### config.mk
export PLATFORM = sky130hd
export DESIGN_NAME = ucode_seq
export DESIGN_NICKNAME = d
export VERILOG_FILES = /design/src/rtl/ucode_pkg.sv /design/src/rtl/ucode_decode.sv /design/src/rtl/ucode_seq.sv
export SDC_FILE = /design/constraint.sdc
export NUM_CORES = 1
export LEC_CHECK = 0
export CAP_MARGIN = 15
export CORE_UTILIZATION = 43
export DETAILED_ROUTE_END_ITERATION = 8
export PLACE_DENSITY = 0.69
export SLEW_MARGIN = 20
export SYNTH_ARGS = -nofsm -noshare
export SYNTH_HDL_FRONTEND = slang
export SYNTH_SLANG_ARGS = --single-unit
### constraint.sdc
create_clock -name clk -period 1.1 [get_ports clk]
set_input_delay 0.33 -clock clk [delete_from_list [all_inputs] [get_ports clk]]
set_output_delay 0.33 -clock clk [all_outputs]
set_load 0.005 [all_outputs]
### src/rtl/ucode_pkg.sv
// ----------------------------------------------------------------------------
// ucode_pkg
//   Shared definitions for the microcode sequencer: opcode values, the
//   sequencer state encoding, strobe bit positions and the decoded control
//   vector passed from ucode_decode to ucode_seq.
//   No ports (package).
// ----------------------------------------------------------------------------
package ucode_pkg;

    // Opcodes, instr[7:4]. Values 9..E are undefined.
    localparam logic [3:0] OPC_NOP  = 4'h0;
    localparam logic [3:0] OPC_LDI  = 4'h1;
    localparam logic [3:0] OPC_LDA  = 4'h2;
    localparam logic [3:0] OPC_LDB  = 4'h3;
    localparam logic [3:0] OPC_ADD  = 4'h4;
    localparam logic [3:0] OPC_OUTA = 4'h5;
    localparam logic [3:0] OPC_OUTB = 4'h6;
    localparam logic [3:0] OPC_CLR  = 4'h7;
    localparam logic [3:0] OPC_JMP  = 4'h8;
    localparam logic [3:0] OPC_HLT  = 4'hF;

    typedef enum logic [1:0] {
        ST_FETCH  = 2'd0,
        ST_DECODE = 2'd1,
        ST_EXEC   = 2'd2,
        ST_HALT   = 2'd3
    } state_t;

    // Register load strobes: rs[0] is rs1 (A) ... rs[4] is rs5 (OP).
    localparam int RS_A   = 0;
    localparam int RS_B   = 1;
    localparam int RS_ALU = 2;
    localparam int RS_OUT = 3;
    localparam int RS_OP  = 4;
    localparam int RS_N   = 5;

    // Bus-write strobes: ws[0] is ws1 (A), ws[1] ws2 (B), ws[2] ws3 (OP).
    localparam int WS_A  = 0;
    localparam int WS_B  = 1;
    localparam int WS_OP = 2;
    localparam int WS_N  = 3;

    // Decoded control for one instruction.
    typedef struct packed {
        logic [RS_N-1:0] rs;
        logic [WS_N-1:0] ws;
        logic            lrst;
        logic            jmp;
        logic            hlt;
        logic            ill;
    } dec_t;

endpackage

### src/rtl/ucode_decode.sv
// ----------------------------------------------------------------------------
// ucode_decode
//   Combinational opcode decoder. Maps an opcode onto the register-load and
//   bus-write strobes plus the jump / halt / illegal control bits. Each opcode
//   enables at most one bus-write strobe.
//   Optional feature macro: ILLEGAL_OP_TRAP_EN -- when defined, undefined
//   opcodes raise the ill bit; otherwise they decode as NOP.
// Ports
//   i_opcode  in   OPC_W  instruction opcode field
//   o_dec     out  dec_t  decoded control vector
// ----------------------------------------------------------------------------
module ucode_decode
    import ucode_pkg::*;
#(
    parameter int OPC_W = 4
) (
    input  logic [OPC_W-1:0] i_opcode,
    output dec_t             o_dec
);

    always_comb begin
        // NOTE: every field gets a default before the case, so no path leaves
        // a bit unassigned and no latch is inferred.
        o_dec = '0;
        case (i_opcode)
            OPC_NOP: ;
            OPC_LDI: o_dec.rs[RS_OP] = 1'b1;
            OPC_LDA: begin
                o_dec.ws[WS_OP] = 1'b1;
                o_dec.rs[RS_A]  = 1'b1;
            end
            OPC_LDB: begin
                o_dec.ws[WS_OP] = 1'b1;
                o_dec.rs[RS_B]  = 1'b1;
            end
            OPC_ADD: o_dec.rs[RS_ALU] = 1'b1;
            OPC_OUTA: begin
                o_dec.ws[WS_A]   = 1'b1;
                o_dec.rs[RS_OUT] = 1'b1;
            end
            OPC_OUTB: begin
                o_dec.ws[WS_B]   = 1'b1;
                o_dec.rs[RS_OUT] = 1'b1;
            end
            OPC_CLR: o_dec.lrst = 1'b1;
            OPC_JMP: o_dec.jmp  = 1'b1;
            OPC_HLT: o_dec.hlt  = 1'b1;
            default: begin
`ifdef ILLEGAL_OP_TRAP_EN
                o_dec.ill = 1'b1;
`endif
            end
        endcase
    end

endmodule

### src/rtl/ucode_seq.sv
// ----------------------------------------------------------------------------
// ucode_seq
//   Microcode sequencer. Runs a fixed FETCH / DECODE / EXEC loop per 8-bit
//   instruction: FETCH latches the ROM word and advances pc, DECODE registers
//   the immediate, EXEC presents the decoded strobes for exactly one cycle.
//   HLT (and, with the trap enabled, an undefined opcode) parks the sequencer
//   in HALT until grst.
//   Optional feature macro: ILLEGAL_OP_TRAP_EN -- enables the sticky illegal
//   flag and halting on undefined opcodes; otherwise illegal is tied 0.
// Ports
//   clk      in   1            system clock, rising edge
//   grst     in   1            synchronous active-high reset
//   run      in   1            1 = advance, 0 = hold at next FETCH
//   instr    in   OPC_W+IMM_W  program ROM data at address pc
//   pc       out  PC_W         program counter / ROM address
//   imm      out  IMM_W        registered immediate field
//   rs       out  5            register load strobes (rs1..rs5)
//   ws       out  3            bus-write strobes (ws1..ws3)
//   lrst     out  1            one-cycle local clear
//   halt     out  1            sticky halted flag
//   illegal  out  1            sticky illegal-opcode flag
// ----------------------------------------------------------------------------
module ucode_seq
    import ucode_pkg::*;
#(
    parameter int PC_W  = 4,
    parameter int OPC_W = 4,
    parameter int IMM_W = 4
) (
    input  logic                   clk,
    input  logic                   grst,
    input  logic                   run,
    input  logic [OPC_W+IMM_W-1:0] instr,
    output logic [PC_W-1:0]        pc,
    output logic [IMM_W-1:0]       imm,
    output logic [RS_N-1:0]        rs,
    output logic [WS_N-1:0]        ws,
    output logic                   lrst,
    output logic                   halt,
    output logic                   illegal
);

    state_t                   r_state;
    logic [PC_W-1:0]          r_pc;
    logic [OPC_W+IMM_W-1:0]   r_ir;
    logic [IMM_W-1:0]         r_imm;
    logic [RS_N-1:0]          r_rs;
    logic [WS_N-1:0]          r_ws;
    logic                     r_lrst;
    logic                     r_jmp;
    logic                     r_hlt;
    logic                     r_ill;
    logic                     r_halt;

    logic [OPC_W-1:0]         w_opcode;
    dec_t                     w_dec;

    assign w_opcode = r_ir[OPC_W+IMM_W-1 -: OPC_W];

    ucode_decode #(
        .OPC_W (OPC_W)
    ) u_decode (
        .i_opcode (w_opcode),
        .o_dec    (w_dec)
    );

    // NOTE: all state below is updated with non-blocking assignments so every
    // register samples the pre-edge values of the others.
    always_ff @(posedge clk) begin
        if (grst) begin
            r_state <= ST_FETCH;
            r_pc    <= '0;
            r_ir    <= '0;
            r_imm   <= '0;
            r_rs    <= '0;
            r_ws    <= '0;
            r_lrst  <= 1'b0;
            r_jmp   <= 1'b0;
            r_hlt   <= 1'b0;
            r_ill   <= 1'b0;
            r_halt  <= 1'b0;
        end else begin
            // Strobes drop by default so they are high only in the EXEC cycle.
            r_rs   <= '0;
            r_ws   <= '0;
            r_lrst <= 1'b0;
            case (r_state)
                ST_FETCH: begin
                    if (run) begin
                        r_ir    <= instr;
                        r_pc    <= r_pc + PC_W'(1);
                        r_state <= ST_DECODE;
                    end
                end
                ST_DECODE: begin
                    // Strobes are registered here so they appear during EXEC.
                    r_imm   <= r_ir[IMM_W-1:0];
                    r_rs    <= w_dec.rs;
                    r_ws    <= w_dec.ws;
                    r_lrst  <= w_dec.lrst;
                    r_jmp   <= w_dec.jmp;
                    r_hlt   <= w_dec.hlt;
                    r_ill   <= w_dec.ill;
                    r_state <= ST_EXEC;
                end
                ST_EXEC: begin
                    if (r_hlt || r_ill) begin
                        r_halt  <= 1'b1;
                        r_state <= ST_HALT;
                    end else begin
                        // A jump overrides the increment done in FETCH.
                        if (r_jmp) begin
                            r_pc <= PC_W'(r_imm);
                        end
                        r_state <= ST_FETCH;
                    end
                end
                ST_HALT: r_state <= ST_HALT;
                default: r_state <= ST_FETCH;
            endcase
        end
    end

`ifdef ILLEGAL_OP_TRAP_EN
    logic r_illegal;

    always_ff @(posedge clk) begin
        if (grst) begin
            r_illegal <= 1'b0;
        end else if (r_state == ST_EXEC && r_ill) begin
            r_illegal <= 1'b1;
        end
    end

    assign illegal = r_illegal;
`else
    assign illegal = 1'b0;
`endif

    assign pc   = r_pc;
    assign imm  = r_imm;
    assign rs   = r_rs;
    assign ws   = r_ws;
    assign lrst = r_lrst;
    assign halt = r_halt;

endmodule
# Word level (Yosys, flattened, before mapping)
# Cells that the tools add are included.
[word_totals]
register_bits = 30
in_bits = 11
output_inout_bits = 19
wordCells = 53
[op_classes]
add_sub_neg = 1
n_eq_ne = 15
n_mux = 18
bitwise_logic = 1
n_reduce_logical = 8
[op_table]
columns = ["operator", "count"]
rows = [
  ["== test 4 x 3 -> 1 bit (second input constant)", 4],
  ["two-way mux 4 bit", 3],
  ["two-way mux 1 bit", 11],
  ["== test 4 x 2 -> 1 bit (second input constant)", 2],
  ["== test 4 bit (second input constant)", 2],
  ["case mux 2 bit (4 select lines)", 1],
  ["case mux 4 bit (2 select lines)", 1],
  ["inequality test 2 bit (second input constant)", 3],
  ["OR reduction 2 bit", 3],
  ["adder 4 x 1 -> 4 bit (second input constant)", 1],
  ["== test 2 bit (second input constant)", 2],
  ["== test 4 x 1 -> 1 bit (second input constant)", 1],
  ["two-way mux 2 bit", 2],
  ["AND reduction 2 bit", 2],
  ["AND reduction 4 bit", 1],
  ["== test 2 x 1 -> 1 bit (second input constant)", 1],
  ["logical NOT 2 bit", 1],
  ["nonzero test 2 bit", 1],
  ["inverter 1 bit", 1],
]

# Longest topological paths before layout
# Gate-level depths: netlist of the first run.
[depth]
ltp_word = 3
ltp_mapped = 5
ltp_nobuf = 4

# By module
# Synthesis of the first run repeated with hierarchy kept, for this count alone.
[hier_totals]
hier_cells = 146
area_unflattened_um2 = 1330.0
[modules_own_cells]
columns = ["mod", "instances", "cells_per_inst", "area_each_um2", "seq_area_each_um2"]
rows = [
  ["ucode_seq", 1, 128, 1228.7, 620.6],
  ["ucode_decode", 1, 18, 101.3, 0.0],
]

# Worst setup path after synthesis of the first run
# No wires, ideal clock.
[synth_timing]
path_kind = "register to register"
from = "register r_state[1]"
to = "register r_pc[2] (netlist: pc[2])"
setup_time_ps = 130
t_arrival_ps = 1064
required_ps = 970
slack_ps = -95
stages_incl_launch_ff = 5
path_buffers = 1
synth_period_minus_slack_ps = 1195
path_cell_list = "dfxtp_1 -> or3b_4 -> buf_6 -> a2bb2oi_2 -> o32ai_2"
[synth_between]
elab_chain_cells = 3
elab_cells_between_ends = 8
classes_between = "eq/ne: 4; mux: 1; reduce/logical: 3"
[synth_lines]
columns = ["item", "line_no", "source"]
rows = [
  ["from (decl)", "ucode_seq.sv:43", "state_t r_state;"],
  ["from (signal assigned)", "ucode_seq.sv:71", "r_state <= ST_FETCH;"],
  ["from (signal assigned)", "ucode_seq.sv:92", "r_state <= ST_DECODE;"],
  ["from (signal assigned)", "ucode_seq.sv:104", "r_state <= ST_EXEC;"],
  ["== test 2 bit / logical NOT 2 bit (equally long branches)", "ucode_seq.sv:87", "case (r_state)"],
  ["inequality test 2 bit (no source line) / nonzero test 2 bit (equally long branches)", "--", ""],
  ["AND reduction 4 bit (no source line)", "--", ""],
  ["to (signal assigned)", "ucode_seq.sv:91", "r_pc <= r_pc + PC_W'(1);"],
  ["to (signal assigned)", "ucode_seq.sv:113", "r_pc <= PC_W'(r_imm);"],
  ["to (decl)", "ucode_seq.sv:44", "logic [PC_W-1:0] r_pc;"],
]
# Parallel ways exist; a longest one is shown, timed or not.
# A chain may end at the register's enable or synchronous reset.

# Worst setup path after layout of the first run
[layout_timing]
from = "register r_state[1]"
to = "register r_ir[4]"
[layout_between]
elab_chain_cells = 2
[layout_lines]
columns = ["item", "line_no", "source"]
rows = [
  ["logical NOT 2 bit", "ucode_seq.sv:87", ""],
  ["AND reduction 2 bit (no source line)", "--", ""],
  ["to (signal assigned)", "ucode_seq.sv:90", "r_ir <= instr;"],
  ["to (decl)", "ucode_seq.sv:45", "logic [OPC_W+IMM_W-1:0] r_ir;"],
]
# No other way between the ends.

==> qor.yml, run 1 <==
status: "complete, but fails checks"
violations: "setup timing"
instances_no_fill: 225
leakage_nw: 0.808
multi_input_area_um2: 767
synth_edf_count: 0
die_h_um: 56.2
antenna-diode-count: 0
grt_max_degree: 14
synthFlopType: "dfxtp_1"
first_pass_iters: 4
yosysWarnings: 0
grt_setup_unrepaired: "yes"
grt_pass1_wl_um: 5340
drive_above_1_share_pct: 58.2
vias: 1193
timing_hold_violations_final: 0
synth_top_area_cell: "dfxtp_1"
critPathLaunchType: "register"
dieArea_um2: 3150
setup_slack_ns: -0.143
grt_pass1_vias: 1120
cts_inserted_buffers: 5
clkLatencyLatePin_ns: 0.34
gp_congestion: 0.854
fin_crit_ns: 1.24
die_x_um: 56.2
antenna_found_initial: 0
fmax_mhz: 805
nets: 206
drc: 0
io_pins: 30
ys_types: 36
post_synth.cell_area_avg_um2: 9.14
synth_top_area_share_pct: 47.6
row_count: 19
port_buffers: 28
placed_area_um2: 1730
wl_per_cell_um: 14.6
hp-class: "register to register"
tns_ns: -2.22
netlist_instances: 138
finalCritPeriodShare_pct: 113
start_util_pct: 45.7
cts-root-buf: "clkbuf_4"
antenna_left: 0
fill_cells: 206
area_growth_pct: 56.2
seq_area_um2: 621
fin_area_um2: 1970
power_density_nw_per_um2: 1120
synth_area_leaders: "dfxtp_1 48%, nand2_1 9.5%, a21oi_1 7.1%, buf_6 3.6%, nand2b_1 3.0%"
ys_ff_latch: 30
synthArstFlopShare_pct: 0
holdBufCountCts: 0
routed_wl_um: 3290
maxCapViolations: 0
critPathMaxFanout: 6
clk_pin_slew_ns: 0.10
track_usage_pct: 22.1
worstPathRequired_ns: 1.33
ys_seq_area_share_pct: 47.6
drt_iter0_drc: 32
drv_slew: 0
synthesis.area_um2: 1260
core_area_um2: 2760
skew_ns: 0.00822
dp_hpwl_um: 2120
setup_viol: 31
syn-num-nets: 150
place_ws_ns: -0.626
htreeDepth: 2
worstSetupEndpointType: "register"
clockBufferDepth: 2
path_class: "register to register"
dp_cells: 214
overflow: 0
clock_sinks: 30
cts_tree: "done"
vias_per_cell: 5.30
crit_arrival_ns: 1.48
max-vdd-ir-drop_mv: 1.13
## sequential cells by signal, summed over array words and instances (netlist names)
name     flops
halt         1
imm          4
lrst         1
pc           4
r_hlt        1
r_ir         8
r_jmp        1
r_state      2
rs           5
ws           3
## logic make-up after synthesis
logic type | count (synthesis) | share of synthesized area [%]
XOR/XNOR | 1 | 0.695
flip-flops | 30 | 47.6
buffers and inverters | 11 | 6.05
adder cells (fa/ha/maj) | 1 | 0.992
multiplexers | 1 | 0.794
other | 1 | 0.297
AO/OA/AOI/OAI | 27 | 14.9
AND/OR/NAND/NOR | 66 | 28.7
## final timing paths
path                                              start                    to  slack [ns]  cells past startpoint
worst min register to register     r_ir[3]$_SDFFE_PP0P_   imm[3]$_SDFFE_PP0N_        0.46                      2
worst min-delay path               r_ir[3]$_SDFFE_PP0P_   imm[3]$_SDFFE_PP0N_        0.46                      2
worst max register to register  r_state[1]$_SDFFE_PP0P_  r_ir[4]$_SDFFE_PP0P_       -0.14                      4
worst max-delay path            r_state[1]$_SDFFE_PP0P_  r_ir[4]$_SDFFE_PP0P_       -0.14                      4
## per-stage QoR
step,hold WS (ns),utilization [%],power [W]
after CTS,0.457,67.4,0.00217
after global routing,0.470,71.5,0.00229
after global placement,0.439,62.7,0.00150
after detailed placement,0.448,62.7,0.00151
final,0.463,71.5,0.00221
after floorplan,0.432,-,0.00136
## critical path: stages (launching register included)
cell     delay, ns
dfxtp_4       0.37
or3b_4        0.46
buf_6         0.17
nand2_1       0.08
a21oi_2       0.05
## layout make-up
| type | count | area share [%] |
|---|---|---|
| clock inverter | 2 | 0.508 |
| timing repair buffer | 60 | 25.2 |
| sequential | 30 | 31.5 |
| tap | 31 | 1.97 |
| multi-input combinational | 97 | 38.9 |
| clock buffer | 5 | 1.90 |
## repair_timing
item | CTS | global route
gates resized for setup | 114 | 28
setup endpoints to repair | 46 | 41
pin swaps | 8 | 15
cloned | 1 | 0
setup buffers | 3 | 1
## cells in the mapped netlist (2+ instances only)
library cell   n
nor2_1         7
nand2_1       32
o32ai_2        2
nor3_1         4
a21oi_1       18
nand2b_1       6
buf_6          4
dfxtp_1       30
nand3b_1       3
nor4_1         2
clkbuf_1       4
nor4b_1        2
## cell usage in the layout (no fill, tap or decap), types with 2 or more instances in the layout
master	synthesis	layout
buf_6	4	12
nand2b_4	0	2
nor3_2	1	4
buf_4	1	23
nand3b_1	3	3
buf_2	1	14
nand2b_1	6	4
nand2_2	0	5
dfxtp_4	0	2
dfxtp_1	30	18
clkinv_2	0	2
nor2_1	7	7
nand2_1	32	23
a21oi_2	0	12
clkbuf_4	0	5
clkdlybuf4s50_1	0	9
a21oi_1	18	6
nand2_4	0	4
dfxtp_2	0	10
o32ai_2	2	2
## layer usage
| layer | GRT usage (%) | part of all wire (%) |
|---|---|---|
| met5 | 0 | 0 |
| met4 | 5.23 | 1.2 |
| met3 | 6.51 | 4.5 |
| met2 | 35.0 | 49 |
| met1 | 29.7 | 45 |
## power by group
| part | switching (W) | internal, W | leakage (nW) |
|---|---|---|---|
| sequential | 0.0000341 | 0.00112 | 0.250 |
| combinational | 0.000207 | 0.000231 | 0.528 |
| clock | 0.000383 | 0.000229 | 0.0308 |
| total | 0.000624 | 0.00158 | 0.808 |
No activity file was read; power rests on OpenSTA's default activity.
==> run 2, diff against run 1 <==
--- a/config.mk
+++ b/config.mk
@@ -6,10 +6,11 @@
 export NUM_CORES = 1
 export LEC_CHECK = 0
 export CAP_MARGIN = 15
-export CORE_UTILIZATION = 43
+export CORE_UTILIZATION = 44
 export DETAILED_ROUTE_END_ITERATION = 8
-export PLACE_DENSITY = 0.69
+export PLACE_DENSITY = 0.7
 export SLEW_MARGIN = 20
 export SYNTH_ARGS = -nofsm -noshare
 export SYNTH_HDL_FRONTEND = slang
+export SYNTH_HIERARCHICAL = 1
 export SYNTH_SLANG_ARGS = --single-unit
==> run 2 against run 1 <==
Effect of this change:
- the run ends with DRC, setup timing left
- largest cell class unchanged
- first-iteration DRC count did not move
- non-clock buffer count rose by 4
- critical path type unchanged
- die area rose by 3.0%
- global-route usage fell by 0.11 points
- area after synthesis rose by 5.5%
- synthesized cell count rose by 5.8%
- total power rose by 4.5%
- clock skew fell by 0.0035 ns
- sequential power rose by 4%
- core utilization rose by 1.9 points
==> qor.yml, run 2 <==
status: "complete, but fails checks"
violations: "DRC, setup timing"
dp_cells: 222
drc: 4
clockBufferDepth: 2
crit_top_cell: "a211oi_2"
ys_seq_area_share_pct: 46.7
fin_area_um2: 2060
hp-class: "register to register"
dieArea_um2: 3250
finalCritPeriodShare_pct: 114
routed_wl_um: 3310
ys_ff_latch: 31
worstSetupEndpoint: "pc[1]$_SDFFE_PP0P_"
cts_tree: "done"
synthFlopType: "dfxtp_1"
core_area_um2: 2810
first_pass_iters: 6
antenna-diode-count: 0
holdBufCountCts: 0
power_density_nw_per_um2: 1120
final_common_cell: "buf_4"
whs_ns: 0.485
crit_family: "flip-flops"
use_met3_pct: 6.12
critPathLaunchType: "register"
crit_start: "pc[0]$_SDFFE_PP0P_"
htreeDepth: 2
fill_cells: 207
drv_slew: 0
track_usage_pct: 22.0
drt_iter0_drc: 32
overflow: 0
post_synth.cell_area_avg_um2: 9.11
synth_top_area_cell: "dfxtp_1"
antenna_found_initial: 0
r2r-start: "pc[0]$_SDFFE_PP0P_"
synth_compound_area_share_pct: 12.4
cp_num_buf_inv: 1
netlist_instances: 146
fin_crit_ns: 1.25
synth_top_area_share_pct: 46.7
synth_edf_count: 0
synth_mux_area_share_pct: 6.87
yosysMostFrequentCell: "dfxtp_1"
largest_reg_flops: 8
grt_setup_unrepaired: "yes"
rrSetupSlack_ns: -0.15
placed_area_um2: 1800
critPathMaxFanout: 2
max-vdd-ir-drop_mv: 0.740
row_count: 19
synthTopCellsByCount: "31 x dfxtp_1, 19 x nand2_1, 14 x a21oi_1, 14 x nor2_1, 9 x and2_1"
path_class: "register to register"
power.total_w: 0.00230
grt_pass1_vias: 1183
syn-num-nets: 158
die_x_um: 57.0
io_pins: 30
clock_sinks: 31
start_util_pct: 47.4
yosys.area_share.simple_pct: 27.1
cp_slowest_cell: "dfxtp_2"
synthArstFlopShare_pct: 0
antenna_left: 0
critical_path_cell_count: 5
cts_inserted_buffers: 5
vias: 1253
vias_per_cell: 5.18
clk_pin_slew_ns: 0.09
instances_no_fill: 242
synth_top_family_by_area: "simple AND/OR/NAND/NOR gates"
ys_types: 37
worst-r2r-cell-count: 5
worstPathRequired_ns: 1.32
grt_busiest_layer: "met2"
leakage_nw: 0.915
setup_slack_ns: -0.150
clkLatencyLatePin_ns: 0.33
timing_hold_violations_final: 0
gr-usage-met2_pct: 37.0
gp_congestion: 0.801
path_cells: "buf_6, ha_4, mux2_4, a211oi_2, a211oi_2"
wl_per_cell_um: 13.7
yosysWarnings: 6
synthesis.area_um2: 1330
layout.cells.most_common_list: "27 x buf_4, 18 x dfxtp_1, 17 x buf_2"
drive_above_1_share_pct: 54.5
grt_pass1_wl_um: 5290
fmax_mhz: 800
maxCapViolations: 0
worstSetupEndpointType: "register"
die_h_um: 57.0
skew_ns: 0.00469
synthAdderAreaFrac_pct: 0.941
setup_viol: 20
grt_max_degree: 10
grt_use_met1_pct: 26.2
r2r_end: "pc[1]$_SDFFE_PP0P_"
cts-root-buf: "clkbuf_4"
top_register: "r_ir"
synth_area_leaders: "dfxtp_1 47%, mux2i_1 6.0%, nand2_1 5.4%, a21oi_1 5.3%, and2_1 4.2%"
area_growth_pct: 54.8
nets: 222
synth-xor-area-share_pct: 0
crit_arrival_ns: 1.47
dp_hpwl_um: 2050
slowest_delay_ns: 0.33
port_buffers: 28
==> run 2: cell types whose count changed after synthesis, moves of 2 or more <==
cell | before | now
a21oi_1 | 18 | 14
inv_1 | 0 | 2
nor3b_1 | 0 | 2
mux2i_1 | 1 | 8
o32ai_1 | 0 | 2
a211oi_1 | 0 | 2
o32ai_2 | 2 | 0
nor2_1 | 7 | 14
nand3b_1 | 3 | 0
nor4_1 | 2 | 0
nand2_1 | 32 | 19
and2_1 | 0 | 9
==> run 2: worst min path at each step <==
stage,startpoint,to,cells past startpoint
global placement,r_ir[3]$_SDFFE_PP0P_,r_ir[3]$_SDFFE_PP0P_,2
CTS,r_ir[2]$_SDFFE_PP0P_,r_ir[2]$_SDFFE_PP0P_,2
floorplan,r_ir[0]$_SDFFE_PP0P_,r_ir[0]$_SDFFE_PP0P_,2
detailed placement,r_ir[2]$_SDFFE_PP0P_,r_ir[2]$_SDFFE_PP0P_,2
finish,r_ir[2]$_SDFFE_PP0P_,r_ir[2]$_SDFFE_PP0P_,2
global route,r_ir[2]$_SDFFE_PP0P_,r_ir[2]$_SDFFE_PP0P_,2
==> run 2: metrics by stage <==
step / TNS [ns] / setup WS [ns] / utilization, %
6_report: -1.09 / -0.150 / 73.4
5_1_grt: -2.66 / -0.215 / 73.4
4_1_cts: -0.824 / -0.152 / 69.2
3_5_place_dp: -11.87 / -0.546 / 64.2
3_3_place_gp: -11.29 / -0.508 / 64.2
2_1_floorplan: -1.06 / -0.161 / -
==> run 2: final cells by class <==
cell class              instances  area, µm²  area share, %
multi-input cells             106        810           39.3
flip-flops and latches         31        642           31.2
repair buffers                 64        510           24.8
clock buffers                   7       45.0           2.19
well taps                      31       38.8           1.88
inverters                       2       7.51          0.365
clock inverters                 1       5.00          0.243
==> run 2: cells by family (layout without fill, tap and decap cells) <==
group / after synthesis / in the layout
and+or+nand+nor: 65 / 67
DFF: 31 / 31
AOI/OAI and AO/OA: 27 / 27
other: 2 / 2
muxes: 9 / 9
adders and majority gates: 1 / 1
buffers and inverters: 11 / 74
==> run 2: metal layers <==
metal	routed length, µm	vias up
met5	0	-
met4	71	0
li1	-	621
met1	1470	600
met2	1640	23
met3	126	9
==> run 2: tightest hold or removal path: stages, from the launching register on <==
cell and delay, ns:
dfxtp_1 0.33, nand2_2 0.07, a21oi_2 0.05
==> run 2: timing repair <==
action / in CTS / in global routing
pin swaps: 14 / 20
setup buffers: 9 / 1
cloned: 2 / 0
resized for setup: 108 / 28
endpoints found under the setup margin: 46 / 47
==> run 2: where the power goes <==
| part | switching (W) | internal [W] | total (W) |
|---|---|---|---|
| Clock | 0.000369 | 0.000249 | 0.000617 |
| Combinational | 0.000217 | 0.000264 | 0.000481 |
| Sequential | 0.0000428 | 0.00116 | 0.00121 |
| Total | 0.000629 | 0.00168 | 0.00230 |
